--- config.mk ---
export PLATFORM = sky130hd
export DESIGN_NAME = seg7_scan_ctrl
export DESIGN_NICKNAME = d
export VERILOG_FILES = /design/src/rtl/seg7_pkg.sv /design/src/rtl/hex_to_seg7.sv /design/src/rtl/seg7_scan_ctrl.sv
export SDC_FILE = /design/constraint.sdc
export NUM_CORES = 1
export LEC_CHECK = 0
export CAP_MARGIN = 20
export CORE_AREA = 2 2 111 70
export CTS_BUF_LIST = sky130_fd_sc_hd__clkbuf_4 sky130_fd_sc_hd__clkbuf_8
export DETAILED_ROUTE_END_ITERATION = 8
export DIE_AREA = 0 0 113 72
export PLACE_DENSITY = 0.8
export SYNTH_ARGS = -nofsm -noshare
export SYNTH_HDL_FRONTEND = slang
export SYNTH_SLANG_ARGS = --single-unit
--- constraint.sdc ---
create_clock -name clk_i -period 3.1 [get_ports clk_i]
set_input_delay 0.62 -clock clk_i [delete_from_list [all_inputs] [get_ports clk_i]]
set_output_delay 0.62 -clock clk_i [all_outputs]
set_load 0.005 [all_outputs]
--- src/rtl/seg7_pkg.sv ---
// rtl/seg7_pkg.sv - shared types, blank constant and hex glyph table for the 7-segment scan controller
package seg7_pkg;

   typedef logic [6:0] seg_t;

   localparam seg_t SEG_BLANK = 7'h7F;

   // Active-low {g,f,e,d,c,b,a} glyphs for 0-9, A, b, C, d, E, F
   localparam seg_t HEX_SEG [16] = '{
      7'h40, 7'h79, 7'h24, 7'h30, 7'h19, 7'h12, 7'h02, 7'h78,
      7'h00, 7'h10, 7'h08, 7'h03, 7'h46, 7'h21, 7'h06, 7'h0E
   };

   typedef enum logic {
      BLANK = 1'b0,
      DRIVE = 1'b1
   } scan_state_t;

endpackage

--- src/rtl/hex_to_seg7.sv ---
// rtl/hex_to_seg7.sv - combinational hex nibble to active-low segment pattern
module hex_to_seg7
   import seg7_pkg::*;
(
   input  logic [3:0] nibble_i,
   output logic [6:0] seg_o
);

   assign seg_o = HEX_SEG[nibble_i];

endmodule

--- src/rtl/seg7_scan_ctrl.sv ---
// rtl/seg7_scan_ctrl.sv - multiplexed common-anode 7-segment scanner with frame-aligned value commit
// Optional leading-zero suppression is enabled by defining SEG7_LZ_BLANK_EN.
module seg7_scan_ctrl
   import seg7_pkg::*;
#(
   parameter int N_DIGITS  = 4,
   parameter int CLK_HZ    = 100_000_000,
   parameter int SCAN_HZ   = 1000,
   parameter int BLANK_CYC = 2000
) (
   input  logic                  clk_i,
   input  logic                  reset_i,
   input  logic                  en_i,
   input  logic [4*N_DIGITS-1:0] data_i,
   input  logic [N_DIGITS-1:0]   dp_i,
   input  logic                  valid_i,
   output logic                  ready_o,
   output logic [N_DIGITS-1:0]   an_o,
   output logic [6:0]            seg_o,
   output logic                  dp_o,
   output logic                  frame_o
);

   localparam int DIV = CLK_HZ / SCAN_HZ;
   localparam int CW  = $clog2(DIV);
   localparam int IW  = $clog2(N_DIGITS);
   localparam logic [CW-1:0]       CNT_LAST  = CW'(DIV - 1);
   localparam logic [CW-1:0]       CNT_BLANK = CW'(BLANK_CYC);
   localparam logic [IW-1:0]       IDX_LAST  = IW'(N_DIGITS - 1);
   localparam logic [N_DIGITS-1:0] AN_ONE    = N_DIGITS'(1);

   logic [CW-1:0]         cnt_q;
   logic [IW-1:0]         idx_q;
   logic [4*N_DIGITS-1:0] active_q, pend_q;
   logic [N_DIGITS-1:0]   active_dp_q, pend_dp_q;
   logic                  flag_q;
   logic [N_DIGITS-1:0]   an_q;
   logic [6:0]            seg_q;
   logic                  dp_q;

   scan_state_t state_d;
   logic        wrap_d;
   logic        commit_d;
   logic [6:0]  seg_dec;
   logic [6:0]  seg_sel;

   assign state_d  = (en_i && cnt_q >= CNT_BLANK) ? DRIVE : BLANK;
   assign wrap_d   = en_i && (cnt_q == CNT_LAST) && (idx_q == IDX_LAST);
   // While disabled the display is dark, so a pending value can be applied without tearing.
   assign commit_d = wrap_d || !en_i;

   hex_to_seg7 u_dec (
      .nibble_i (active_q[{idx_q, 2'b00} +: 4]),
      .seg_o    (seg_dec)
   );

`ifdef SEG7_LZ_BLANK_EN
   logic [N_DIGITS-1:0] lz_mask;
   logic                zero_run;

   always_comb begin
      lz_mask  = '0;
      zero_run = 1'b1;
      for (int k = N_DIGITS - 1; k >= 1; k--) begin
         zero_run   = zero_run & (active_q[4*k +: 4] == 4'h0);
         lz_mask[k] = zero_run;
      end
   end

   assign seg_sel = lz_mask[idx_q] ? SEG_BLANK : seg_dec;
`else
   assign seg_sel = seg_dec;
`endif

   always_ff @(posedge clk_i) begin
      if (reset_i) begin
         cnt_q       <= '0;
         idx_q       <= '0;
         active_q    <= '0;
         active_dp_q <= '0;
         pend_q      <= '0;
         pend_dp_q   <= '0;
         flag_q      <= 1'b0;
         an_q        <= '1;
         seg_q       <= SEG_BLANK;
         dp_q        <= 1'b1;
      end else begin
         if (!en_i) begin
            cnt_q <= '0;
            idx_q <= '0;
         end else if (cnt_q == CNT_LAST) begin
            cnt_q <= '0;
            idx_q <= (idx_q == IDX_LAST) ? '0 : idx_q + IW'(1);
         end else begin
            cnt_q <= cnt_q + CW'(1);
         end

         if (state_d == DRIVE) begin
            an_q  <= ~(AN_ONE << idx_q);
            seg_q <= seg_sel;
            dp_q  <= ~active_dp_q[idx_q];
         end else begin
            an_q  <= '1;
            seg_q <= SEG_BLANK;
            dp_q  <= 1'b1;
         end

         if (commit_d && flag_q) begin
            active_q    <= pend_q;
            active_dp_q <= pend_dp_q;
            flag_q      <= 1'b0;
         end else if (valid_i && !flag_q) begin
            pend_q    <= data_i;
            pend_dp_q <= dp_i;
            flag_q    <= 1'b1;
         end
      end
   end

   assign ready_o = ~flag_q;
   assign frame_o = wrap_d;
   assign an_o    = an_q;
   assign seg_o   = seg_q;
   assign dp_o    = dp_q;

endmodule

==> results of run 1 <==
cells by family after synthesis:
kind of cell	after synthesis	share of synthesized area, %
AOI/OAI and AO/OA	47	8.37
xor gates and xnor gates	14	3.57
adders and majority gates	12	4.37
buffers and inverters	30	4.37
DFF	72	41.9
muxes	30	10.6
and+or+nand+nor	165	26.8
per-layer routing:
| metal | vias up | global-route usage, % |
|---|---|---|
| met3 | 16 | 6.85 |
| met5 | - | 0 |
| met4 | 0 | 7.32 |
| met2 | 91 | 28.0 |
| li1 | 1326 | - |
| met1 | 1199 | 24.0 |
path summary, 6_finish.rpt:
path                            slack [ns]                       from                   endpoint
worst min register to register        0.45  pend_dp_q[1]$_SDFFE_PP0P_  pend_dp_q[1]$_SDFFE_PP0P_
worst max-delay path                  0.13       cnt_q[13]$_SDFF_PP0_                    frame_o
worst max register to register        0.59        cnt_q[0]$_SDFF_PP0_  active_q[10]$_SDFFE_PP0P_
worst min-delay path                  0.45  pend_dp_q[1]$_SDFFE_PP0P_  pend_dp_q[1]$_SDFFE_PP0P_
cell usage after synthesis (2+ instances only):
master / count / share of area (%)
nand3_1: 9 / 1.3
or2b_1: 24 / 5.2
nand4b_1: 2 / 0.51
mux2i_1: 24 / 7.0
nand4_1: 7 / 1.3
o31ai_1: 2 / 0.44
nand2_1: 61 / 6.7
and3_1: 4 / 0.73
or4_4: 2 / 0.66
nor2_1: 16 / 1.7
nand2b_1: 4 / 0.73
buf_8: 2 / 0.87
a21oi_1: 29 / 4.2
or2b_2: 16 / 4.1
ha_1: 12 / 4.4
nor3_1: 5 / 0.73
nor2b_1: 2 / 0.36
o21ai_0: 6 / 0.87
or2_2: 2 / 0.36
mux4_2: 5 / 3.3
or4_1: 2 / 0.44
o211ai_1: 2 / 0.44
dfxtp_1: 72 / 42
nor4_1: 2 / 0.36
xor2_1: 9 / 2.3
buf_4: 2 / 0.44
xnor2_1: 5 / 1.3
clkbuf_1: 16 / 1.7
inv_1: 8 / 0.87
critical path, stage by stage (launching register included):
cell	delay (ns)
dfxtp_1	0.35
or4_4	0.57
nor4b_2	0.37
and3_1	0.21
clkdlybuf4s50_1	0.50
where the power goes:
part | internal [uW] | switching (uW)
Sequential | 946 | 11.6
Clock | 318 | 346
Combinational | 64.1 | 59.6
placed cells by master, fill, tap and decap left out, types with 2 or more instances in the layout:
cell type	instances
or2b_2	16
o31ai_1	2
nand3_1	9
or2_2	2
o211ai_1	2
xnor2_1	5
xor2_1	9
nor3_1	5
buf_4	7
mux2i_1	24
nand2_1	61
dfxtp_1	72
clkdlybuf4s50_1	37
or4_1	2
nand4b_1	2
and3_1	4
mux4_2	5
or4_4	2
or2b_1	24
inv_1	8
nor4_1	2
clkbuf_8	10
o21ai_0	6
nand2b_1	4
clkinvlp_4	3
nand4_1	7
clkinv_2	2
nor2_1	16
ha_1	12
a21oi_1	29
nor2b_1	2
through the flow:
stage	cell area, um2	util, %
floorplan	3440	-
global placement	3850	54.4
detailed placement	3850	54.4
CTS	4040	57.0
global route	4040	57.0
finish	4040	57.0
final cells by class:
type / instances / area (um2) / area share [%]
clock buffer: 11 / 145 / 3.59
inverter: 8 / 30.0 / 0.744
clock inverter: 5 / 32.5 / 0.806
multi-input combinational: 268 / 1850 / 45.9
tap: 91 / 114 / 2.82
timing repair buffer: 44 / 423 / 10.5
sequential: 72 / 1440 / 35.7
flip-flops by register name, indices dropped and copies added (netlist names), 2 cells and up:
| signal | flops |
|---|---|
| an_o | 4 |
| active_q | 16 |
| seg_o | 7 |
| idx_q | 2 |
| pend_dp_q | 4 |
| active_dp_q | 4 |
| cnt_q | 17 |
| pend_q | 16 |
==> metrics, run 1 <==
critical path arrival=2.35 ns; worst rel slew slack=54.4%; Synth Register Bits=72; Hold WS=0.453 ns; Cell Count, Final, Fillers Out=499; RSZ-0062 raised after global routing=no; ant diodes=0; Layout area overhead=17.5%; Worst-path clk slew=0.07 ns; CP Launch Type=register; crit path max fanout=4; DR iter-0 viols=201; total power=1740 uW; met2 WL=2990 um; core area=7090 um2; syn avg cell area=9.29 um2; worst vdd ir=0.249 mV; Unique masters post-synth=47; starting density of the core=48.5%; Hold Buf Count CTS=0; Worst-Margin Slew=0.682 ns; most used flip-flop cell after synthesis=dfxtp_1; Post-synth EDFFs=0; Total Wirelength=6860 um; Cell Area, Synth=3440 um2; Worst Reg2Reg Path Length in Cells=6; IO Pins=38; failing checks=design-rule violations; Critical Path RT=2.48 ns; Inserted Clock Buffers=9; Placement Setup Slack=0.352 ns; post-cts sizing count=1; PortBufs=37; worst skew pair latency=0.36 ns; DR WL met3=466 um; Synth Warn #=0; Fmax=0.337 GHz; Crit Path Class=reg2out; Static Leak=0.00135 uW; Mapped Cells=370; FP Rows=24; Worst Skew=0.00927 ns; share of synthesized registers carrying an async set or reset=0%; initial antenna violation count=0; setup ws final=0.129 ns; CTS tree=done; largest net degree at the start of global routing=62; Die H=72 um; GRT Util Overall=18.4%; post-synthesis sequential area ratio=41.9%; root buf cell=clkbuf_8; worst hold stages=2; Max-Cap Viols=0; worst hold-check path type=reg2reg; Wirelength per Cell=13.7 um; DR top layer=met4; Die Span X=113 um; Clock Sinks=72; Pre-Repair DR Iteration Count=7; vias in the first global route=2443; synthesized net count=406; Nets=439; CTS max path bufs=2; grt ovf=0; Vias=2632; hpwl dp=4710 um; H-tree Lvls=3; share of cells above drive strength 1=13.2%; P per Cell Area=432 nW/um2; gp weighted congestion=0.921; Routed Antenna Nets=0; Setup-failing EPs final=0; Slew Limit Fails=0; drt drc=2; final hold violations=0; Fillers=649; vias per inst=5.27; fin crit share=95.8%; setup TNS=0 ns; Placed Cells=483; Die Area=8140 um2; outcome=complete, but fails checks; postcts setup bufs=0; met1 WL=3300 um; min Tclk post-route=2.97 ns; Setup crit end kind=output pin; global-route wire length before repair=11600 um
(Power assumes the default switching activity.)
==> inputs of run 2 (changes only) <==
Settings changed: CORE_AREA 2 2 111 70 to 2 2 114 72, DIE_AREA 0 0 113 72 to 0 0 116 74, PLACE_DENSITY 0.8 to 0.78, SYNTH_HIERARCHICAL set to 1.
==> metrics, run 2 <==
outcome=completed (was complete, but fails checks); Mapped Cells=411 (was 370); synthesized net count=448 (was 406); Sequential Power Share=52.1% (was 54.9%); Setup crit end kind=output pin (unchanged); Fmax=0.344 GHz (was 0.337 GHz); Cell Area, Synth=3650 um2 (was 3440 um2); Synth Register Bits=72 (unchanged); share of synthesized registers carrying an async set or reset=0% (unchanged); syn avg cell area=8.88 um2 (was 9.29 um2); Critical Path RT=2.48 ns (about the same); combinational power share=11.7% (was 7.1%); CP Launch Type=register (unchanged); Routed Antenna Nets=0 (unchanged); Die Area=8580 um2 (was 8140 um2); global-route wire length before repair=12900 um (was 11600 um); Layout Utilization=56.3% (was 57.0%); Total Wirelength=7740 um (was 6860 um); Placement Setup Slack=0.471 ns (was 0.352 ns); sw frac=24.3% (was 23.9%); Die H=74 um (was 72 um); vias per inst=5.58 (was 5.27); Post-synth EDFFs=0 (unchanged); Worst-Margin Slew=0.827 ns (was 0.682 ns); GRT Util Overall=19.4% (was 18.4%); max reg flops=17 (unchanged); initial antenna violation count=0 (unchanged); P per Cell Area=449 nW/um2 (was 432 nW/um2); most frequent cells in the layout=nand2_1, dfxtp_1, clkdlybuf4s50_1 (was dfxtp_1, nand2_1, clkdlybuf4s50_1); setup ws final=0.192 ns (was 0.129 ns); drt drc=0 (was 2); vias in the first global route=2716 (was 2443); Slew Limit Fails=0 (unchanged); CTS max path bufs=2 (unchanged); RSZ-0062 raised after global routing=no (unchanged); Layout area overhead=16.8% (was 17.5%); Die Span X=116 um (was 113 um); WP buf/inv=1 (unchanged); hpwl dp=5200 um (was 4710 um); Unique masters post-synth=37 (was 47); worst skew pair latency=0.35 ns (was 0.36 ns); Pre-Repair DR Iteration Count=5 (was 7); Wirelength per Cell=14.1 um (was 13.7 um); root buf cell=clkbuf_8 (unchanged); largest net degree at the start of global routing=47 (was 62); Static Leak=0.00137 uW (was 0.00135 uW); Worst-path clk slew=0.07 ns (about the same); fin crit share=93.8% (was 95.8%); crit path max fanout=5 (was 4); share of cells above drive strength 1=11.6% (was 13.2%); Nets=473 (was 439); Worst Skew=0.0108 ns (was 0.00927 ns); final hold violations=0 (unchanged); Top reg by flops=cnt_q (unchanged); Crit Path Class=reg2out (unchanged); worst vdd ir=0.227 mV (was 0.249 mV); Synth Warn #=6 (was 0); most used flip-flop cell after synthesis=dfxtp_1 (unchanged); worst hold-check path type=reg2reg (unchanged); gp weighted congestion=0.891 (was 0.921); Crit path max-delay family=simple AND/OR/NAND/NOR gates (unchanged); setup TNS=0 ns (unchanged); reg-to-reg slack, setup=0.50 ns (was 0.59 ns); Setup-failing EPs final=0 (unchanged); min Tclk post-route=2.91 ns (was 2.97 ns); Vias=3059 (was 2632); area share of the largest cell type after synthesis=39.5% (was 41.9%); commonest non-fill, non-tap cell in the layout=nand2_1 (was dfxtp_1); slowest stage delay, CP=0.51 ns (was 0.57 ns); Inserted Clock Buffers=9 (unchanged); H-tree Lvls=3 (unchanged); DR iter-0 viols=217 (was 201); PortBufs=37 (unchanged); internal power=1450 uW (was 1330 uW); largest cells by area after synthesis=dfxtp_1, nand2_1, o311ai_2 (was dfxtp_1, mux2i_1, nand2_1); most frequent cells after synthesis=nand2_1, dfxtp_1, clkbuf_1, a21oi_1 (was dfxtp_1, nand2_1, a21oi_1, mux2i_1, or2b_1); switching power=465 uW (was 417 uW); core area=7570 um2 (was 7090 um2); most frequent cell after synthesis=nand2_1 (was dfxtp_1); Clock Sinks=72 (unchanged); post-synth top area cell=dfxtp_1 (unchanged); starting density of the core=48.2% (was 48.5%); CTS tree=done (unchanged); ant diodes=0 (unchanged); CP max stage cell=clkdlybuf4s50_1 (was or4_4); cells along the critical path=ha_1 > nand4_1 > nor4_2 > and3_1 > clkdlybuf4s50_1 (was or4_4 > nor4b_2 > and3_1 > clkdlybuf4s50_1); Max-Cap Viols=0 (unchanged); top flop regs=cnt_q x17, active_q x16, pend_q x16 (unchanged); IO Pins=38 (unchanged); critical path arrival=2.29 ns (was 2.35 ns); post-synthesis sequential area ratio=39.5% (was 41.9%); grt ovf=0 (unchanged); worst rel slew slack=44.8% (was 54.4%); clock network power share=36.2% (was 38.0%); FP Rows=25 (was 24)
run 2: changes by cell type after synthesis, sizes merged, moves of 5 or more:
cell	previous run	this run
a32oi	0	20
nand2b	4	9
inv	8	14
mux2i	24	5
or2b	40	0
xor2	9	3
nand2	61	95
xnor2	5	11
nor3b	0	20
clkbuf	16	26
o311ai	0	20
run 2: area by class of cell:
| type | count | area, um2 |
|---|---|---|
| fill | 680 | 3310 |
| multi-input combinational | 293 | 2010 |
| sequential | 72 | 1440 |
| timing repair buffer | 46 | 438 |
| clock buffer | 15 | 181 |
| tap | 108 | 135 |
| inverter | 14 | 52.6 |
run 2: worst min-delay path, delay by kind of cell, from the launching register on:
kind | cells | cell delay, ns
AOI/OAI and AO/OA | 1 | 0.05
DFF | 1 | 0.32
and+or+nand+nor | 1 | 0.05
run 2: cells by family after synthesis:
group                    count (synthesis)  synth area share [%]
XOR/XNOR                                14                  3.36
buffers and inverters                   46                  5.59
AO/OA/AOI/OAI                           73                  17.7
AND/OR/NAND/NOR                        182                  24.3
multiplexers                            11                  5.18
adder cells (fa/ha/maj)                 13                  4.46
flip-flops                              72                  39.5
run 2: path summary, 6_finish.rpt:
| kind | start | endpoint | cells past startpoint |
|---|---|---|---|
| setup / recovery | cnt_q[0]$_SDFF_PP0_ | frame_o | 5 |
| hold / removal | pend_dp_q[0]$_SDFFE_PP0P_ | pend_dp_q[0]$_SDFFE_PP0P_ | 2 |
| setup reg to reg | cnt_q[0]$_SDFF_PP0_ | cnt_q[7]$_SDFF_PP0_ | 6 |
| hold reg to reg | pend_dp_q[0]$_SDFFE_PP0P_ | pend_dp_q[0]$_SDFFE_PP0P_ | 2 |
run 2: layer usage:
metal | vias to the layer above | part of all wire (%) | wire length [um] | GRT usage (%)
met5 | - | 0 | 0 | 0
met2 | 97 | 45 | 3450 | 30.7
met4 | 0 | 1.2 | 91 | 5.29
met3 | 13 | 6.1 | 471 | 6.44
met1 | 1441 | 48 | 3720 | 25.9
li1 | 1508 | - | - | -
run 2: per-stage QoR:
stage	total power [uW]	std cells	area [um2]	hold slack (ns)
3_3_place_gp	1230	531	4060	0.458
4_1_cts	1920	546	4240	0.476
5_1_grt	1990	548	4260	0.500
2_1_floorplan	1170	411	3650	0.442
6_report	1910	548	4260	0.473
3_5_place_dp	1240	531	4060	0.467
run 2: power groups by stage:
stage	combinational (uW)	sequential, uW	clock, uW
global placement	218	1010	0
global route	251	1000	742
detailed placement	224	1020	0
CTS	225	995	702
floorplan	165	1000	0
finish	224	996	692
run 2: repair_timing:
item / CTS / global route
buffers inserted: 0 / 2
hold buffers: 0 / 0
setup endpoints to repair: 0 / 1
gates resized for setup: 0 / 1
